--- src/rtl/dmem_pkg.sv ---
// Shared definitions for the MEM-stage data-memory bridge: FSM state
// encoding, access-size codes and the alignment rule used by the optional
// misalignment trap (DMEM_MISALIGN_TRAP_EN).
package dmem_pkg;

   typedef enum logic [1:0] {
      IDLE = 2'd0,
      REQ  = 2'd1,
      WAIT = 2'd2,
      DONE = 2'd3
   } dmem_state_e;

   // Access size codes carried in sl_type[1:0]
   localparam logic [1:0] MEM_SZ_NONE = 2'b00;
   localparam logic [1:0] MEM_SZ_BYTE = 2'b01;
   localparam logic [1:0] MEM_SZ_HALF = 2'b10;
   localparam logic [1:0] MEM_SZ_WORD = 2'b11;

   // Half accesses need an even address, word accesses a multiple of four.
   function automatic logic is_misaligned(input logic [1:0] size,
                                          input logic [1:0] addr_lo);
      return ((size == MEM_SZ_HALF) && addr_lo[0]) ||
             ((size == MEM_SZ_WORD) && (addr_lo != 2'b00));
   endfunction

endpackage

--- src/rtl/dmem_timeout_ctr.sv ---
// Per-access timeout counter. Counts the cycles an access spends on the bus
// and flags expiry once the count has reached TIMEOUT_CYCLES; the count
// saturates there so expiry stays asserted until the counter is cleared.
module dmem_timeout_ctr #(
   parameter int unsigned TIMEOUT_CYCLES = 255
) (
   input  logic clk,
   input  logic rst,
   input  logic clear,
   input  logic enable,
   output logic expired
);

   localparam int unsigned CW = $clog2(TIMEOUT_CYCLES + 1);
   localparam logic [CW-1:0] LIMIT = CW'(TIMEOUT_CYCLES);

   logic [CW-1:0] cnt_q;
   logic [CW-1:0] cnt_d;

   // Next count: clear wins, otherwise count up while enabled, saturating at the limit
   always_comb begin
      cnt_d = cnt_q;
      if (clear) begin
         cnt_d = '0;
      end else if (enable && (cnt_q != LIMIT)) begin
         cnt_d = cnt_q + CW'(1);
      end
   end

   // Count register with synchronous reset
   always_ff @(posedge clk) begin
      if (rst) begin
         cnt_q <= '0;
      end else begin
         cnt_q <= cnt_d;
      end
   end

   assign expired = enable && (cnt_q == LIMIT);

endmodule

--- src/rtl/dmem_bus_bridge.sv ---
// MEM-stage data-memory bridge. Accepts one word-aligned load/store from the
// LSU, runs it over a valid/ready request bus, waits for the response and
// returns the raw 32-bit word with a one-cycle resp_valid pulse. The
// pipeline is stalled until the DONE cycle.
//
// Bus handshake: mem_req_valid is raised in REQ and, together with
// mem_we/mem_addr/mem_wdata/mem_wstrb, holds steady until a cycle in which
// mem_req_ready is also high; that cycle is the transfer. A response
// (mem_resp_valid) is only taken in the cycles after the transfer.
//
// Optional feature macro: DMEM_MISALIGN_TRAP_EN -- when defined, misaligned
// half/word accesses complete immediately with resp_err=1 and
// resp_misalign=1 and never reach the bus.
//
// dbg_state exposes the FSM state (dmem_state_e encoding) for observation.
module dmem_bus_bridge
   import dmem_pkg::*;
#(
   parameter int unsigned ADDR_W         = 32,
   parameter int unsigned DATA_W         = 32,
   parameter int unsigned TIMEOUT_CYCLES = 255
) (
   input  logic              clk,
   input  logic              rst,
   input  logic              req_valid,
   input  logic              req_we,
   input  logic [3:0]        req_sl_type,
   input  logic [ADDR_W-1:0] req_addr,
   input  logic [DATA_W-1:0] req_wdata,
   input  logic [3:0]        req_wstrb,
   output logic              stall,
   output logic              resp_valid,
   output logic [DATA_W-1:0] resp_rdata,
   output logic              resp_err,
   output logic              resp_misalign,
   output logic              mem_req_valid,
   input  logic              mem_req_ready,
   output logic              mem_we,
   output logic [ADDR_W-1:0] mem_addr,
   output logic [DATA_W-1:0] mem_wdata,
   output logic [3:0]        mem_wstrb,
   input  logic              mem_resp_valid,
   input  logic [DATA_W-1:0] mem_rdata,
   input  logic              mem_resp_err,
   output logic [1:0]        dbg_state
);

   localparam logic [1:0] S_IDLE = 2'(IDLE);
   localparam logic [1:0] S_REQ  = 2'(REQ);
   localparam logic [1:0] S_WAIT = 2'(WAIT);
   localparam logic [1:0] S_DONE = 2'(DONE);

   logic [1:0]        state_q, state_d;
   logic              we_q, we_d;
   logic [ADDR_W-1:0] addr_q, addr_d;
   logic [DATA_W-1:0] wdata_q, wdata_d;
   logic [3:0]        wstrb_q, wstrb_d;
   logic [DATA_W-1:0] rdata_q, rdata_d;
   logic              err_q, err_d;
`ifdef DMEM_MISALIGN_TRAP_EN
   logic              mis_q, mis_d;
`endif

   logic       expired;
   logic       in_done;
   logic [1:0] size;
   logic       unused_bits;

   assign size        = req_sl_type[1:0];
   assign in_done     = (state_q == S_DONE);
   // Store flag is taken from req_we; the sl_type class bits and, without the
   // trap, the low address bits carry no further information here.
   assign unused_bits = ^{req_sl_type[3:2], req_addr[1:0]};

   dmem_timeout_ctr #(
      .TIMEOUT_CYCLES(TIMEOUT_CYCLES)
   ) u_timeout (
      .clk    (clk),
      .rst    (rst),
      .clear  (state_q == S_IDLE),
      .enable ((state_q == S_REQ) || (state_q == S_WAIT)),
      .expired(expired)
   );

   // Next-state and datapath-capture logic for the access FSM
   always_comb begin
      state_d = state_q;
      we_d    = we_q;
      addr_d  = addr_q;
      wdata_d = wdata_q;
      wstrb_d = wstrb_q;
      rdata_d = rdata_q;
      err_d   = err_q;
`ifdef DMEM_MISALIGN_TRAP_EN
      mis_d   = mis_q;
`endif
      case (state_q)
         S_IDLE: begin
            if (req_valid) begin
               we_d    = req_we;
               addr_d  = {req_addr[ADDR_W-1:2], 2'b00};
               wdata_d = req_wdata;
               wstrb_d = req_we ? req_wstrb : 4'b0000;
               rdata_d = '0;
               err_d   = 1'b0;
`ifdef DMEM_MISALIGN_TRAP_EN
               mis_d   = 1'b0;
`endif
               // A store that writes nothing completes without bus traffic
               if (req_we && ((req_wstrb == 4'b0000) || (size == MEM_SZ_NONE))) begin
                  state_d = S_DONE;
               end
`ifdef DMEM_MISALIGN_TRAP_EN
               else if (is_misaligned(size, req_addr[1:0])) begin
                  state_d = S_DONE;
                  err_d   = 1'b1;
                  mis_d   = 1'b1;
               end
`endif
               else begin
                  state_d = S_REQ;
               end
            end
         end
         S_REQ: begin
            if (expired) begin
               state_d = S_DONE;
               err_d   = 1'b1;
               rdata_d = '0;
            end else if (mem_req_ready) begin
               state_d = S_WAIT;
            end
         end
         S_WAIT: begin
            // Timeout beats a response arriving in the same cycle
            if (expired) begin
               state_d = S_DONE;
               err_d   = 1'b1;
               rdata_d = '0;
            end else if (mem_resp_valid) begin
               state_d = S_DONE;
               err_d   = mem_resp_err;
               rdata_d = (we_q || mem_resp_err) ? '0 : mem_rdata;
            end
         end
         S_DONE: begin
            state_d = S_IDLE;
         end
         default: begin
            state_d = S_IDLE;
         end
      endcase
   end

   // State and latched-access registers, cleared by synchronous reset
   always_ff @(posedge clk) begin
      if (rst) begin
         state_q <= S_IDLE;
         we_q    <= 1'b0;
         addr_q  <= '0;
         wdata_q <= '0;
         wstrb_q <= 4'b0000;
         rdata_q <= '0;
         err_q   <= 1'b0;
`ifdef DMEM_MISALIGN_TRAP_EN
         mis_q   <= 1'b0;
`endif
      end else begin
         state_q <= state_d;
         we_q    <= we_d;
         addr_q  <= addr_d;
         wdata_q <= wdata_d;
         wstrb_q <= wstrb_d;
         rdata_q <= rdata_d;
         err_q   <= err_d;
`ifdef DMEM_MISALIGN_TRAP_EN
         mis_q   <= mis_d;
`endif
      end
   end

   assign stall         = req_valid && !in_done;
   assign resp_valid    = in_done;
   assign resp_rdata    = in_done ? rdata_q : '0;
   assign resp_err      = in_done && err_q;
`ifdef DMEM_MISALIGN_TRAP_EN
   assign resp_misalign = in_done && mis_q;
`else
   assign resp_misalign = 1'b0;
`endif
   // Request is withdrawn in the cycle the timeout fires
   assign mem_req_valid = (state_q == S_REQ) && !expired;
   assign mem_we        = we_q;
   assign mem_addr      = addr_q;
   assign mem_wdata     = wdata_q;
   assign mem_wstrb     = wstrb_q;
   assign dbg_state     = state_q;

endmodule

--- config.mk ---
export PLATFORM = sky130hd
export DESIGN_NAME = dmem_bus_bridge
export DESIGN_NICKNAME = d
export VERILOG_FILES = /design/src/rtl/dmem_pkg.sv /design/src/rtl/dmem_timeout_ctr.sv /design/src/rtl/dmem_bus_bridge.sv
export SDC_FILE = /design/constraint.sdc
export NUM_CORES = 1
export LEC_CHECK = 0
export CAP_MARGIN = 20
export CORE_UTILIZATION = 38
export DETAILED_ROUTE_END_ITERATION = 8
export PLACE_DENSITY_LB_ADDON = 0.15
export SLEW_MARGIN = 20
export SYNTH_ARGS = -nofsm -noshare
export SYNTH_HDL_FRONTEND = slang
export SYNTH_SLANG_ARGS = --single-unit
--- constraint.sdc ---
create_clock -name clk -period 2.1 [get_ports clk]
set_clock_uncertainty 0.2 [all_clocks]
set_input_delay 0.42 -clock clk [delete_from_list [all_inputs] [get_ports clk]]
set_output_delay 0.42 -clock clk [all_outputs]
set_load 0.02 [all_outputs]
After elaboration in Yosys (flattened, before gate mapping)
Cells that the tools add are included.
W data, S select, Z words.
Storage, ports and cells
  register bits after elaboration: 110
  latch bits: 0
  bits in writable memories: 0
  bits in read-only memories: 0
  bits of input ports: 111
  output and inout bits: 108
  word-level logic and storage cells: 57
  memories: 0
Cells by class
  add/sub/neg operators: 1
  multiply operators: 0
  div/mod/pow operators: 0
  order comparisons: 0
  eq/ne operators: 9
  shift-type cells: 0
  muxes and demuxes: 20
  bitwise gates (word level): 0
  reduce and logical (&&, ||, !) cells: 19
Operator list (number)
  $mux W32: 6
  $pmux W32 S3: 1
  $mux W2: 6
  $add A8 B1 Y8 const B: 1
  $eq A8 B8 Y1 const B: 1
  $ne A8 B8 Y1 const B: 1
  $pmux W2 S4: 1
  $logic_and A1 B1 Y1: 6
  $ne A3 B3 Y1 const B: 2
  $eq A2 B2 Y1 const B: 2
  $logic_not A2 Y1: 2
  $logic_not A4 Y1: 1
  $mux W1: 4
  $mux W4: 1
  $ne A2 B2 Y1 const B: 2
  $reduce_and A4 Y1: 1
  $logic_or A1 B1 Y1: 3
  $pmux W1 S3: 1
  $reduce_and A3 Y1: 1
  $reduce_bool A3 Y1: 1
  $eq A2 B1 Y1 const B: 1
  $logic_not A1 Y1: 2
  $reduce_and A2 Y1: 1
  $reduce_or A2 Y1: 1

Logic depth before layout (Yosys ltp)
Gate-level depths: netlist (run 1).
  depth after elaboration: 6
  depth in mapped cells: 8
  gate-level depth less buffers: 6

By module
From an unflattened synthesis (run 1), not the netlist that was laid out.
Second synthesis, totals
  cell total of the unflattened synthesis: 558
  area, all modules: 4743.3 µm²
By module, submodules not included
  dmem_bus_bridge: times used 1, cells each 509, area an instance 4309.1 µm², seq. area each 2042.0 µm²
  dmem_timeout_ctr: times used 1, cells each 49, area an instance 434.2 µm², seq. area each 160.2 µm²

Worst setup path after synthesis (run 1)
No wires, ideal clock.
  kind: register -> output
  start: register state_q[0] (netlist: dbg_state[0])
  end: output mem_req_valid
  arrival time: 1.648 ns
  required time: 1.480 ns
  setup slack: -0.168 ns
  cell stages (with the launch flop): 6
  cells stage by stage: dfxtp_1 -> inv_1 -> ha_1 -> and4_1 -> nand2_1 -> and2_1
On the way
  longest elaborated chain between the ends: 5
RTL lines
  start, declared: RTL line dmem_bus_bridge.sv:53  | logic [1:0] state_q, state_d;
  start signal, assigned: RTL line dmem_bus_bridge.sv:169  | state_q <= state_d;
  $eq A2 B1 Y1 / $eq A2 B2 Y1 (equally long branches): RTL line dmem_bus_bridge.sv:81, dmem_bus_bridge.sv:192
  $logic_or A1 B1 Y1: RTL line dmem_bus_bridge.sv:81  | .enable ((state_q == S_REQ) || (state_q == S_WAIT)),
  $logic_and A1 B1 Y1: RTL line dmem_timeout_ctr.sv:39  | assign expired = enable && (cnt_q == LIMIT);
  $logic_not A1 Y1: RTL line dmem_bus_bridge.sv:192  | assign mem_req_valid = (state_q == S_REQ) && !expired;
  $logic_and A1 B1 Y1 *: RTL line dmem_bus_bridge.sv:192
  end, declared: RTL line dmem_bus_bridge.sv:36  | output logic mem_req_valid,
Mark *: on every way between the ends. The rest lies on a longest branch, timed or not.

Final worst setup path (run 1)
Ends and elaborated chain as after synthesis.

==> impl_metrics.tcl, run 1 <==
set metrics [dict create \
    status "finished with violations" \
    violations "negative setup slack" \
    rrSetupSlack_ns -0.01 \
    antenna_left 0 \
    clock_sinks 110 \
    avgViaCountPerCell 4.76 \
    layout_setup_ws_ns -0.0269 \
    die-area_um2 13000 \
    power.density_nw_per_um2 870 \
    tritoncts "yes" \
    critPathMaxFanout 2 \
    hold_viol_final 0 \
    syn_inst 557 \
    slew_viol_final 0 \
    overflow 0 \
    htreeDepth 3 \
    core_region_area_um2 12100 \
    fin_total_pwr_uw 6750 \
    via_count 4505 \
    grt_pass1_wl_um 20900 \
    pwr-share-seq_pct 36.3 \
    synth_area_leaders "dfxtp_1 46%, nand2_1 13%, a21oi_1 7.5%" \
    portBuffers 211 \
    period_minus_slack_ns 2.13 \
    fin_crit_sh_pct 101 \
    pwr-share-comb_pct 38.6 \
    nNetsFinal 893 \
    clock-root-buffer "clkbuf_16" \
    yosys_warnings 0 \
    critPathMaxStageDelay_ns 0.34 \
    max_freq_mhz 470 \
    synthDistinctLibCells 51 \
    pre_cts_slack_ns -0.169 \
    min_path_type "reg -> reg" \
    syn-cell-area_um2 4750 \
    cts_setup_buffers 0 \
    finalInstanceArea_um2 7750 \
    grt_pass1_vias 4299 \
    cts_made_buffers 9 \
    drt_pass1_iterations 5 \
    syn_avg_cell_area_um2 8.54 \
    fin_util_pct 64.0 \
    critPathKind "reg -> out" \
    wire_per_inst_um 14.6 \
    ios 219 \
    cts_max_path_buffers 2 \
    setup_viol 3 \
    arrival_ns 1.51 \
    p_int_uw 4530 \
    drc 0 \
    yosysTopAreaCellShare_pct 46.3 \
    rows 40 \
    gp_congestion 0.765 \
    start_util_pct 39.3 \
    fp.dieW_um 114 \
    hold_start "mem_wstrb[1]$_SDFFE_PP0P_" \
    hold_depth 2 \
    power_leakage_uw 0.00303 \
    postPlaceCellArea_um2 7180 \
    synth_edf_count 0 \
    hpwlAfterDp_um 9320 \
    routed_wl_um 13800 \
    holdBufCountCts 0 \
    start_kind "register" \
    cp-end-kind "output pin" \
    whs_endpoint "mem_wstrb[1]$_SDFFE_PP0P_" \
    reg2regPathDepth 8 \
    rsz0062_at_grt "yes" \
    ys_async_sr_fraction_pct 0 \
    synthToLayoutAreaGrowth_pct 63.1 \
    critPathSlowestCell "dfxtp_2" \
    p_switching_uw 2220 \
    clkLatencyLatePin_ns 0.35 \
    path_clk_slew_ns 0.07 \
    yosysSeqAreaShare_pct 46.3 \
    required_ns 1.48 \
    grt_usage_pct 20.5 \
    worstReg2RegStart "dbg_state[0]$_SDFFE_PP0P_" \
    ys_seq_elements 110 \
    antenna_cells 0 \
    synth_top_cell_by_area "dfxtp_1" \
    r2r-end "rdata_q[5]$_SDFFE_PP0P_" \
    p_sw_share_pct 32.9 \
    drive_above_1_share_pct 19.8 \
    fp.dieH_um 114 \
    antenna_found_initial 0 \
    grt_max_degree 106 \
    ir_drop_mv 0.568 \
    clockPowerShare_pct 25.1 \
    synth_ff_type "dfxtp_1" \
    drtIter0Drc 170 \
    timing.max_cap.violations 0 \
    path_cells "inv_2, ha_4, and4_1, nand2_2, and2_4, buf_6" \
]
-- worst max path at each step --
stage / start / endpoint / slack, ns / depth (start not counted)
after floorplan: dbg_state[0]$_SDFFE_PP0P_ / mem_req_valid / 0.04 / 5
after global placement: dbg_state[0]$_SDFFE_PP0P_ / mem_req_valid / -0.16 / 6
after detailed placement: dbg_state[0]$_SDFFE_PP0P_ / mem_req_valid / -0.17 / 6
after CTS: dbg_state[1]$_SDFFE_PP0P_ / mem_req_valid / -0.06 / 6
after global routing: dbg_state[1]$_SDFFE_PP0P_ / mem_req_valid / -0.08 / 6
final: dbg_state[0]$_SDFFE_PP0P_ / mem_req_valid / -0.03 / 6
-- state kept, by name, indices dropped and copies added (netlist names) --
signal           flops
mem_wdata           32
rdata_q             32
mem_addr            30
u_timeout.cnt_q      8
mem_wstrb            4
dbg_state            2
err_q                1
mem_we               1
-- timing repair --
action,4_1_cts,5_1_grt
resized for setup,163,89
pin swaps,4,18
setup endpoints to repair,36,43
gates cloned,1,5
-- Yosys cell counts (7+ instances only) --
library cell and count:
a21oi_1 71, and2_1 35, buf_2 8, clkbuf_1 17
dfxtp_1 110, ha_1 7, mux2i_1 35, nand2_1 165
nand3_1 8, nor2_1 7, or2b_2 22
-- critical path: cells and delay by family (launching register included) --
family	cells	cell delay [ns]
adder cells (fa/ha/maj)	1	0.25
flip-flops	1	0.34
AND/OR/NAND/NOR	3	0.39
buffers and inverters	2	0.17
-- metal layers --
layer  up-vias  global-route usage [%]  part of all wire (%)
li1       2249                       -                     -
met1      2096                    23.7                    42
met2       137                    35.3                    49
met3        23                    5.69                   6.4
met4         0                    9.00                   2.3
met5         -                       0                     0
-- cell usage in the layout (no fill, tap or decap), types with 4 or more instances in the layout --
| cell | Yosys | routed |
|---|---|---|
| buf_6 | 3 | 37 |
| nand2_1 | 165 | 163 |
| mux2i_1 | 35 | 35 |
| and2_4 | 0 | 26 |
| ha_1 | 7 | 4 |
| nor3_1 | 5 | 5 |
| nand3_1 | 8 | 8 |
| nor2_1 | 7 | 7 |
| clkbuf_16 | 0 | 13 |
| nand2b_1 | 5 | 5 |
| nor2b_1 | 4 | 4 |
| or2b_2 | 22 | 22 |
| or2b_1 | 5 | 5 |
| buf_12 | 0 | 9 |
| buf_4 | 3 | 18 |
| a21oi_1 | 71 | 70 |
| dfxtp_1 | 110 | 108 |
| and2_1 | 35 | 8 |
| clkdlybuf4s50_1 | 0 | 172 |
-- final cells by class --
type	count	area, um^2
Fill cell	1043	4360
Timing Repair Buffer	244	2610
Multi-Input combinational cell	405	2420
Sequential cell	110	2200
Clock buffer	10	229
Tap cell	168	210
Clock inverter	5	58.8
Inverter	5	18.8
-- kinds of logic (layout without fill, tap and decap cells) --
family | Yosys count | count (layout) | share of synthesized area, %
adder cells (fa/ha/maj) | 7 | 7 | 1.84
XOR/XNOR | 2 | 2 | 0.368
AO/OA/AOI/OAI | 86 | 86 | 10.1
other | 1 | 3 | 0.0789
AND/OR/NAND/NOR | 270 | 270 | 28.2
multiplexers | 37 | 37 | 7.84
flip-flops | 110 | 110 | 46.3
buffers and inverters | 44 | 264 | 5.32
-- power groups by stage --
stage | combinational, uW | sequential (uW) | clock [uW]
finish | 2610 | 2450 | 1690
global route | 2800 | 2480 | 1830
CTS | 2580 | 2450 | 1730
detailed placement | 2530 | 2490 | 0
global placement | 2500 | 2480 | 0
floorplan | 1200 | 2770 | 0
-- stage by stage --
step,hold WS (ns),TNS (ns),std cells
global route,0.274,-2.66,947
finish,0.251,-0.0442,947
global placement,0.240,-5.84,926
detailed placement,0.245,-6.45,926
floorplan,0.247,0,559
CTS,0.255,-0.0625,942
No activity file was read; power rests on OpenSTA's default activity.
==> run 2: changes to the inputs <==
--- a/config.mk
+++ b/config.mk
@@ -6,9 +6,11 @@
 export NUM_CORES = 1
 export LEC_CHECK = 0
 export CAP_MARGIN = 20
+export CORE_MARGIN = 2
 export CORE_UTILIZATION = 38
 export DETAILED_ROUTE_END_ITERATION = 8
 export PLACE_DENSITY_LB_ADDON = 0.15
+export SETUP_SLACK_MARGIN = 0.1
 export SLEW_MARGIN = 20
 export SYNTH_ARGS = -nofsm -noshare
 export SYNTH_HDL_FRONTEND = slang
==> run 2 against run 1 <==
Net effect: clock power increased by 4%; sequential share of layout area decreased by 0.71 points; critical path depth unchanged; maximum frequency decreased by 0.22%; hold slack got worse by 0.00070 ns; the flow still finishes with violations (negative setup slack); worst setup slack got worse by 0.0047 ns; largest cell class unchanged; via count decreased by 0.38%; register-to-register slack got worse by 0.02 ns; core utilization increased by 1.7 points; critical path type unchanged; combinational power increased by 5%; sequential power about the same.
==> impl_metrics.tcl, run 2 (synthesized netlist as in run 1, its figures left out) <==
set metrics [dict create \
    die-area_um2 13400 \
    drtIter0Drc 231 \
    fp.dieW_um 116 \
    violations "negative setup slack" \
    critPathCapture "mem_req_valid" \
    start_kind "register" \
    cp-end-kind "output pin" \
    max_freq_mhz 469 \
    grt_max_degree 106 \
    min_path_type "reg -> reg" \
    overflow 0 \
    critPathSlowestCell "dfxtp_4" \
    fin_util_pct 65.7 \
    rows 40 \
    r2r-end "rdata_q[0]$_SDFFE_PP0P_" \
    clock-root-buffer "clkbuf_16" \
    layout_setup_ws_ns -0.0316 \
    setup_viol 24 \
    cts_max_path_buffers 2 \
    pre_cts_slack_ns -0.213 \
    via_count 4488 \
    power_leakage_uw 0.00311 \
    power.density_nw_per_um2 874 \
    drt_pass1_iterations 4 \
    period_minus_slack_ns 2.13 \
    timing.max_cap.violations 0 \
    start_util_pct 39.3 \
    synthToLayoutAreaGrowth_pct 67.4 \
    rrSetupSlack_ns -0.03 \
    worstReg2RegStart "dbg_state[0]$_SDFFE_PP0P_" \
    slew_viol_final 0 \
    path_cells "inv_4, ha_4, and4_4, nand2_2, and2_4, buf_6" \
    grt_pass1_wl_um 21500 \
    reg2regPathDepth 9 \
    cp-startpoint "dbg_state[0]$_SDFFE_PP0P_" \
    whs_ns 0.250 \
    fin_total_pwr_uw 6960 \
    grt_usage_pct 20.2 \
    critPathMaxStageDelay_ns 0.36 \
    nNetsFinal 903 \
    wire_per_inst_um 14.7 \
    drc 0 \
    required_ns 1.48 \
    critPathKind "reg -> out" \
    antenna_cells 0 \
    routed_wl_um 14000 \
    portBuffers 211 \
    mostFrequentLayoutCells "171 x clkdlybuf4s50_1, 160 x nand2_1, 108 x dfxtp_1, 70 x a21oi_1, 39 x buf_6" \
    critPathMaxFanout 2 \
    path_clk_slew_ns 0.07 \
    gp_congestion 0.830 \
    arrival_ns 1.51 \
    rsz0062_at_grt "yes" \
    drive_above_1_share_pct 21.8 \
    hold_viol_final 0 \
    clock_sinks 110 \
    htreeDepth 3 \
    grt_pass1_vias 4289 \
    avgViaCountPerCell 4.68 \
    clkLatencyLatePin_ns 0.35 \
    tritoncts "yes" \
    ios 219 \
    fin_crit_sh_pct 102 \
    core_region_area_um2 12100 \
    antenna_left 0 \
    status "finished with violations" \
    hpwlAfterDp_um 9290 \
    ir_drop_mv 0.482 \
    cts_made_buffers 9 \
    fp.dieH_um 116 \
    antenna_found_initial 0 \
    final_common_cell "clkdlybuf4s50_1" \
    holdBufCountCts 0 \
]
## run 2: final cells by class
type                    count  area [um^2]
fillers                  1029         4150
repair buffers            254         2740
multi-input cells         405         2470
flip-flops and latches    110         2210
clock buffers              12          258
well taps                 168          210
clock inverters             4         51.3
inverters                   5         21.3
## run 2: worst max-delay path: cells and delay by family, from the launching register on
kind / cells / cell delay (ns)
buffers and inverters: 2 / 0.16
flip-flops: 1 / 0.36
adder cells (fa/ha/maj): 1 / 0.26
AND/OR/NAND/NOR: 3 / 0.38
## run 2: timing repair
item,in CTS,in global routing
gates cloned,4,3
setup buffers,2,5
endpoints found under the hold margin,0,0
resized for setup,179,94
pin swaps,2,19
setup endpoints to repair,72,71
## run 2: worst min-delay path by stage
stage / start / to / slack (ns) / cells after the start
6_report: mem_wstrb[3]$_SDFFE_PP0P_ / mem_wstrb[3]$_SDFFE_PP0P_ / 0.25 / 2
5_1_grt: mem_wdata[30]$_SDFFE_PP0P_ / mem_wdata[30]$_SDFFE_PP0P_ / 0.27 / 2
4_1_cts: mem_wdata[7]$_SDFFE_PP0P_ / mem_wdata[7]$_SDFFE_PP0P_ / 0.25 / 2
3_5_place_dp: mem_addr[21]$_SDFFE_PP0P_ / mem_addr[21]$_SDFFE_PP0P_ / 0.25 / 2
3_3_place_gp: mem_wdata[30]$_SDFFE_PP0P_ / mem_wdata[30]$_SDFFE_PP0P_ / 0.24 / 2
2_1_floorplan: rdata_q[30]$_SDFFE_PP0P_ / rdata_q[30]$_SDFFE_PP0P_ / 0.25 / 2
## run 2: power by group
part / total, uW / internal (uW) / leakage (uW) / switching, uW
combinational: 2750 / 1360 / 0.00206 / 1390
sequential: 2460 / 2330 / 0.000898 / 123
clock: 1760 / 1000 / 0.000148 / 754
total: 6960 / 4690 / 0.00311 / 2270
## run 2: layer usage
metal  routed length, um  up-vias  GRT usage [%]
li1                    -     2267              -
met1                5810     2047           24.7
met2                7000      149           34.6
met3                 905       25           4.81
met4                 332        0           7.62
met5                   0        -              0
## run 2: through the flow
step                      instance area (um^2)  cells  TNS [ns]
after CTS                                 7550    950     -1.23
after global placement                    7200    928     -6.24
after global routing                      7960    958     -3.73
after floorplan                           4780    559         0
after detailed placement                  7200    928     -6.74
final                                     7960    958    -0.463
==> run 3: changes to the inputs <==
--- a/config.mk
+++ b/config.mk
@@ -6,12 +6,12 @@
 export NUM_CORES = 1
 export LEC_CHECK = 0
 export CAP_MARGIN = 20
+export CORE_ASPECT_RATIO = 1.5
 export CORE_MARGIN = 2
 export CORE_UTILIZATION = 38
 export DETAILED_ROUTE_END_ITERATION = 8
 export PLACE_DENSITY_LB_ADDON = 0.15
 export SETUP_SLACK_MARGIN = 0.1
-export SLEW_MARGIN = 20
 export SYNTH_ARGS = -nofsm -noshare
 export SYNTH_HDL_FRONTEND = slang
 export SYNTH_SLANG_ARGS = --single-unit
==> run 3 against run 2 <==
Net effect: sequential cell count unchanged; first-iteration DRC count down 42%; the flow still finishes with violations (negative setup slack); global-route usage up 0.16 points.
==> impl_metrics.tcl, run 3 (synthesized netlist as in run 1, its figures left out) <==
set metrics [dict create \
    power_leakage_uw 0.00315 \
    fill_cells 1035 \
    grt_max_degree 106 \
    start_util_pct 38.6 \
    rows 50 \
    grt_usage_pct 20.4 \
    layout_setup_ws_ns -0.0276 \
    clock_sinks 110 \
    htreeDepth 3 \
    multi_input_area_um2 2460 \
    fp.dieW_um 95.3 \
    start_kind "register" \
    clock-root-buffer "clkbuf_16" \
    synthToLayoutAreaGrowth_pct 67.6 \
    grt_pass1_vias 4546 \
    drc 0 \
    cp-end-kind "output pin" \
    gp_congestion 0.825 \
    tritoncts "yes" \
    period_minus_slack_ns 2.13 \
    pre_cts_slack_ns -0.169 \
    required_ns 1.48 \
    routed_wl_um 14500 \
    whs_ns 0.253 \
    via_count 4645 \
    avgViaCountPerCell 4.89 \
    arrival_ns 1.51 \
    cts_max_path_buffers 2 \
    grt_pass1_wl_um 21800 \
    tns_ns -0.175 \
    power.density_nw_per_um2 882 \
    nNetsFinal 907 \
    seqCellArea_um2 2210 \
    critPathMaxFanout 2 \
    mostFrequentLayoutCells "171 x clkdlybuf4s50_1, 163 x nand2_1, 108 x dfxtp_1, 70 x a21oi_1, 41 x buf_6" \
    fp.dieH_um 141 \
    slew_viol_final 0 \
    postPlaceCellArea_um2 7190 \
    critPathKind "reg -> out" \
    antenna_found_initial 0 \
    min_path_type "reg -> reg" \
    antenna_cells 0 \
    violations "negative setup slack" \
    setup_viol 20 \
    ios 219 \
    drtIter0Drc 135 \
    rsz0062_at_grt "yes" \
    finalInstanceArea_um2 7970 \
    hpwlAfterDp_um 9440 \
    die-area_um2 13400 \
    portBuffers 211 \
    drive_above_1_share_pct 22.0 \
    hold_viol_final 0 \
    core_region_area_um2 12300 \
    status "finished with violations" \
    clkLatencyLatePin_ns 0.34 \
    ir_drop_mv 0.515 \
    fin_crit_sh_pct 101 \
    cts_made_buffers 9 \
    timing.max_cap.violations 0 \
    antenna_left 0 \
    wire_per_inst_um 15.2 \
    overflow 0 \
    final_common_cell "clkdlybuf4s50_1" \
    path_clk_slew_ns 0.07 \
    drt_pass1_iterations 6 \
    fin_total_pwr_uw 7030 \
    max_freq_mhz 470 \
    holdBufCountCts 0 \
]
run 3: changes by cell type in the layout (fill, tap and decap cells not counted), sizes merged:
cell	before	now
clkbuf	16	15
buf	77	79
dlymetal6s2s	0	1
inv	6	8
bufinv	1	0
clkinv	1	2
run 3: layout make-up:
| cell class | instances | share of cell area, % |
|---|---|---|
| timing repair buffer | 258 | 35.0 |
| tap | 156 | 2.45 |
| multi-input combinational | 405 | 30.9 |
| inverter | 5 | 0.267 |
| sequential | 110 | 27.7 |
| clock buffer | 10 | 3.00 |
| clock inverter | 6 | 0.691 |
run 3: metal layers:
metal / routed length [um] / up-vias / global-route usage, %
met5: 0 / - / 0
met4: 328 / 0 / 7.32
met3: 1140 / 21 / 6.47
met2: 7810 / 167 / 36.5
met1: 5180 / 2180 / 22.0
li1: - / 2277 / -
run 3: final timing paths:
| check | from | end | slack [ns] | cells after the start |
|---|---|---|---|---|
| setup / recovery | dbg_state[0]$_SDFFE_PP0P_ | mem_req_valid | -0.03 | 6 |
| hold / removal | mem_wdata[10]$_SDFFE_PP0P_ | mem_wdata[10]$_SDFFE_PP0P_ | 0.25 | 2 |
| setup reg to reg | dbg_state[0]$_SDFFE_PP0P_ | rdata_q[27]$_SDFFE_PP0P_ | -0.02 | 9 |
| hold reg to reg | mem_wdata[10]$_SDFFE_PP0P_ | mem_wdata[10]$_SDFFE_PP0P_ | 0.25 | 2 |
run 3: worst max-delay path: stages (launching register included):
cell     delay, ns
dfxtp_4       0.36
inv_4         0.04
ha_4          0.25
and4_4        0.20
nand2_2       0.05
and2_4        0.13
buf_6         0.12
run 3: power by group:
part	internal, uW	total [uW]	switching [uW]
Combinational	1480	2910	1430
Clock	859	1660	804
Sequential	2330	2460	126
run 3: what timing repair did:
action | CTS | global route
gates resized for setup | 181 | 88
buffers inserted | 1 | 8
setup endpoints to repair | 71 | 73
pin swaps | 4 | 15
gates cloned | 3 | 5
run 3: per-stage QoR:
| stage | utilization, % | instances |
|---|---|---|
| CTS | 60.9 | 937 |
| finish | 64.6 | 950 |
| global route | 64.6 | 950 |
| global placement | 58.4 | 917 |
| detailed placement | 58.4 | 917 |
| floorplan | - | 559 |
==> patch: new RTL, config.mk and constraints of run 3 <==
The parameter `ADDR_W` goes from 32 to 28.
--- a/src/rtl/dmem_bus_bridge.sv
+++ b/src/rtl/dmem_bus_bridge.sv
@@ -18,3 +18,3 @@
 #(
-   parameter int unsigned ADDR_W         = 32,
+   parameter int unsigned ADDR_W         = 28,
    parameter int unsigned DATA_W         = 32,
Ports: changed (resized mem_addr and req_addr); port bits go from 219 to 211. The function was not compared with the original's and may differ.
==> patch against run 3 <==
Synthesized cell count down 3.2%. Highest routed layer unchanged. Design area down 1.2%. Clock power up 9%. Area after synthesis down 4.9%. Critical path type unchanged. The flow still finishes with violations (setup timing). Worst setup slack worse by 44 ps. Routed wire length down 3.3%. Global-route usage down 0.093 points. Sequential cell count down 4. Maximum frequency down 2.0%. Power down 2.0%.
==> patch: results (changes against run 3) <==
\begin{tabular}{lr}
\hline
Metric & Value \\
\hline
\multicolumn{2}{l}{\textbf{Run status}} \\
Run status & finished with violations \\
Failing checks & setup timing \\
\multicolumn{2}{l}{\textbf{Power}} \\
Design Power & 6.89 mW (-2.0\%) \\
Sequential logic power & 2.37 mW (-4\%) \\
\multicolumn{2}{l}{\textbf{Setup path}} \\
Register-to-Register Setup Slack & 0 ps (+20 ps) \\
Endpoint of the worst-slack reg-to-reg timing path & rdata\_q[23] \\
\multicolumn{2}{l}{\textbf{Route}} \\
Vias/cell & 4.83 (-1.3\%) \\
Length of the first detailed-routing pass in iterations & 4 (-2) \\
\multicolumn{2}{l}{\textbf{Global routing}} \\
Total GRT Usage & 20.3\% (-0.093 points) \\
Fraction of met2 tracks used by global routing & 34.6\% (-1.9 points) \\
Via count of the first global-routing pass & 4,311 (-5.2\%) \\
Met1 track utilization from global routing & 24.4\% (+2.4 points) \\
\multicolumn{2}{l}{\textbf{Hold path}} \\
Hold Path Origin & mem\_wdata[30] \\
Capture endpoint of the worst hold path & mem\_wdata[30] \\
\multicolumn{2}{l}{\textbf{Logic synthesis}} \\
Total of flip-flops plus latches after synthesis & 106 (-3.6\%) \\
Post-Synth Adder-Cell Area & 1.94\% (+0.095 points) \\
Sequential area share after synthesis & 46.9\% (+0.61 points) \\
Fraction of the mapped netlist area in compound gates & 10.2\% (+0.19 points) \\
\multicolumn{2}{l}{\textbf{Place}} \\
Detailed-placement wirelength estimate & 8900 um (-5.7\%) \\
\multicolumn{2}{l}{\textbf{Timing}} \\
Total of endpoints with negative setup slack in the final report & 25 (+25\%) \\
Final WS setup & -71.5 ps (-43.9 ps) \\
\multicolumn{2}{l}{\textbf{Layout}} \\
Sequential share of cell area & 27.0\% (-0.69 points) \\
Buffers, non-clock & 246 (-4.7\%) \\
Fraction of area in clock buffers and inverters & 4.05\% (+0.36 points) \\
Fillers & 904 (-13\%) \\
Footprint of the multi-input gates & 2560 um\^{}2 (+4.0\%) \\
\hline
\end{tabular}
## patch: cell count changes after synthesis, moves of 3 or more
| cell | run 3 | this run |
|---|---|---|
| sky130_fd_sc_hd__a21oi_1 | 71 | 67 |
| sky130_fd_sc_hd__buf_1 | 3 | 0 |
| sky130_fd_sc_hd__buf_2 | 8 | 1 |
| sky130_fd_sc_hd__buf_6 | 3 | 6 |
| sky130_fd_sc_hd__buf_8 | 3 | 0 |
| sky130_fd_sc_hd__clkbuf_1 | 17 | 26 |
| sky130_fd_sc_hd__dfxtp_1 | 110 | 106 |
| sky130_fd_sc_hd__nand2_1 | 165 | 157 |
| sky130_fd_sc_hd__nand2b_1 | 5 | 34 |
| sky130_fd_sc_hd__or2b_1 | 5 | 0 |
| sky130_fd_sc_hd__or2b_2 | 22 | 0 |
## patch: metal layers
metal  share of wire [%]  vias to the layer above
met5                   0                        -
li1                    -                     2199
met3                 6.8                       16
met4                 1.9                        0
met1                  40                     2045
met2                  52                      160
## patch: per-stage QoR
| step | hold slack, ps | TNS, ps | cells | worst slack (ps) | utilization, % |
|---|---|---|---|---|---|
| final | 253 | -607 | 916 | -71.5 | 68.3 |
| after floorplan | 247 | 0 | 541 | 103 | - |
| after global routing | 273 | -2630 | 916 | -113 | 68.3 |
| after CTS | 256 | -325 | 909 | -49.4 | 65.0 |
| after detailed placement | 247 | -7480 | 885 | -288 | 59.6 |
| after global placement | 238 | -5880 | 885 | -236 | 59.6 |
## patch: timing repair
item                                    in CTS  in global routing
gates cloned                                 2                  5
endpoints found under the setup margin      73                 71
pin swaps                                   22                 57
hold buffers                                 0                  0
buffers inserted                             7                  5
resized for setup                          269                 68
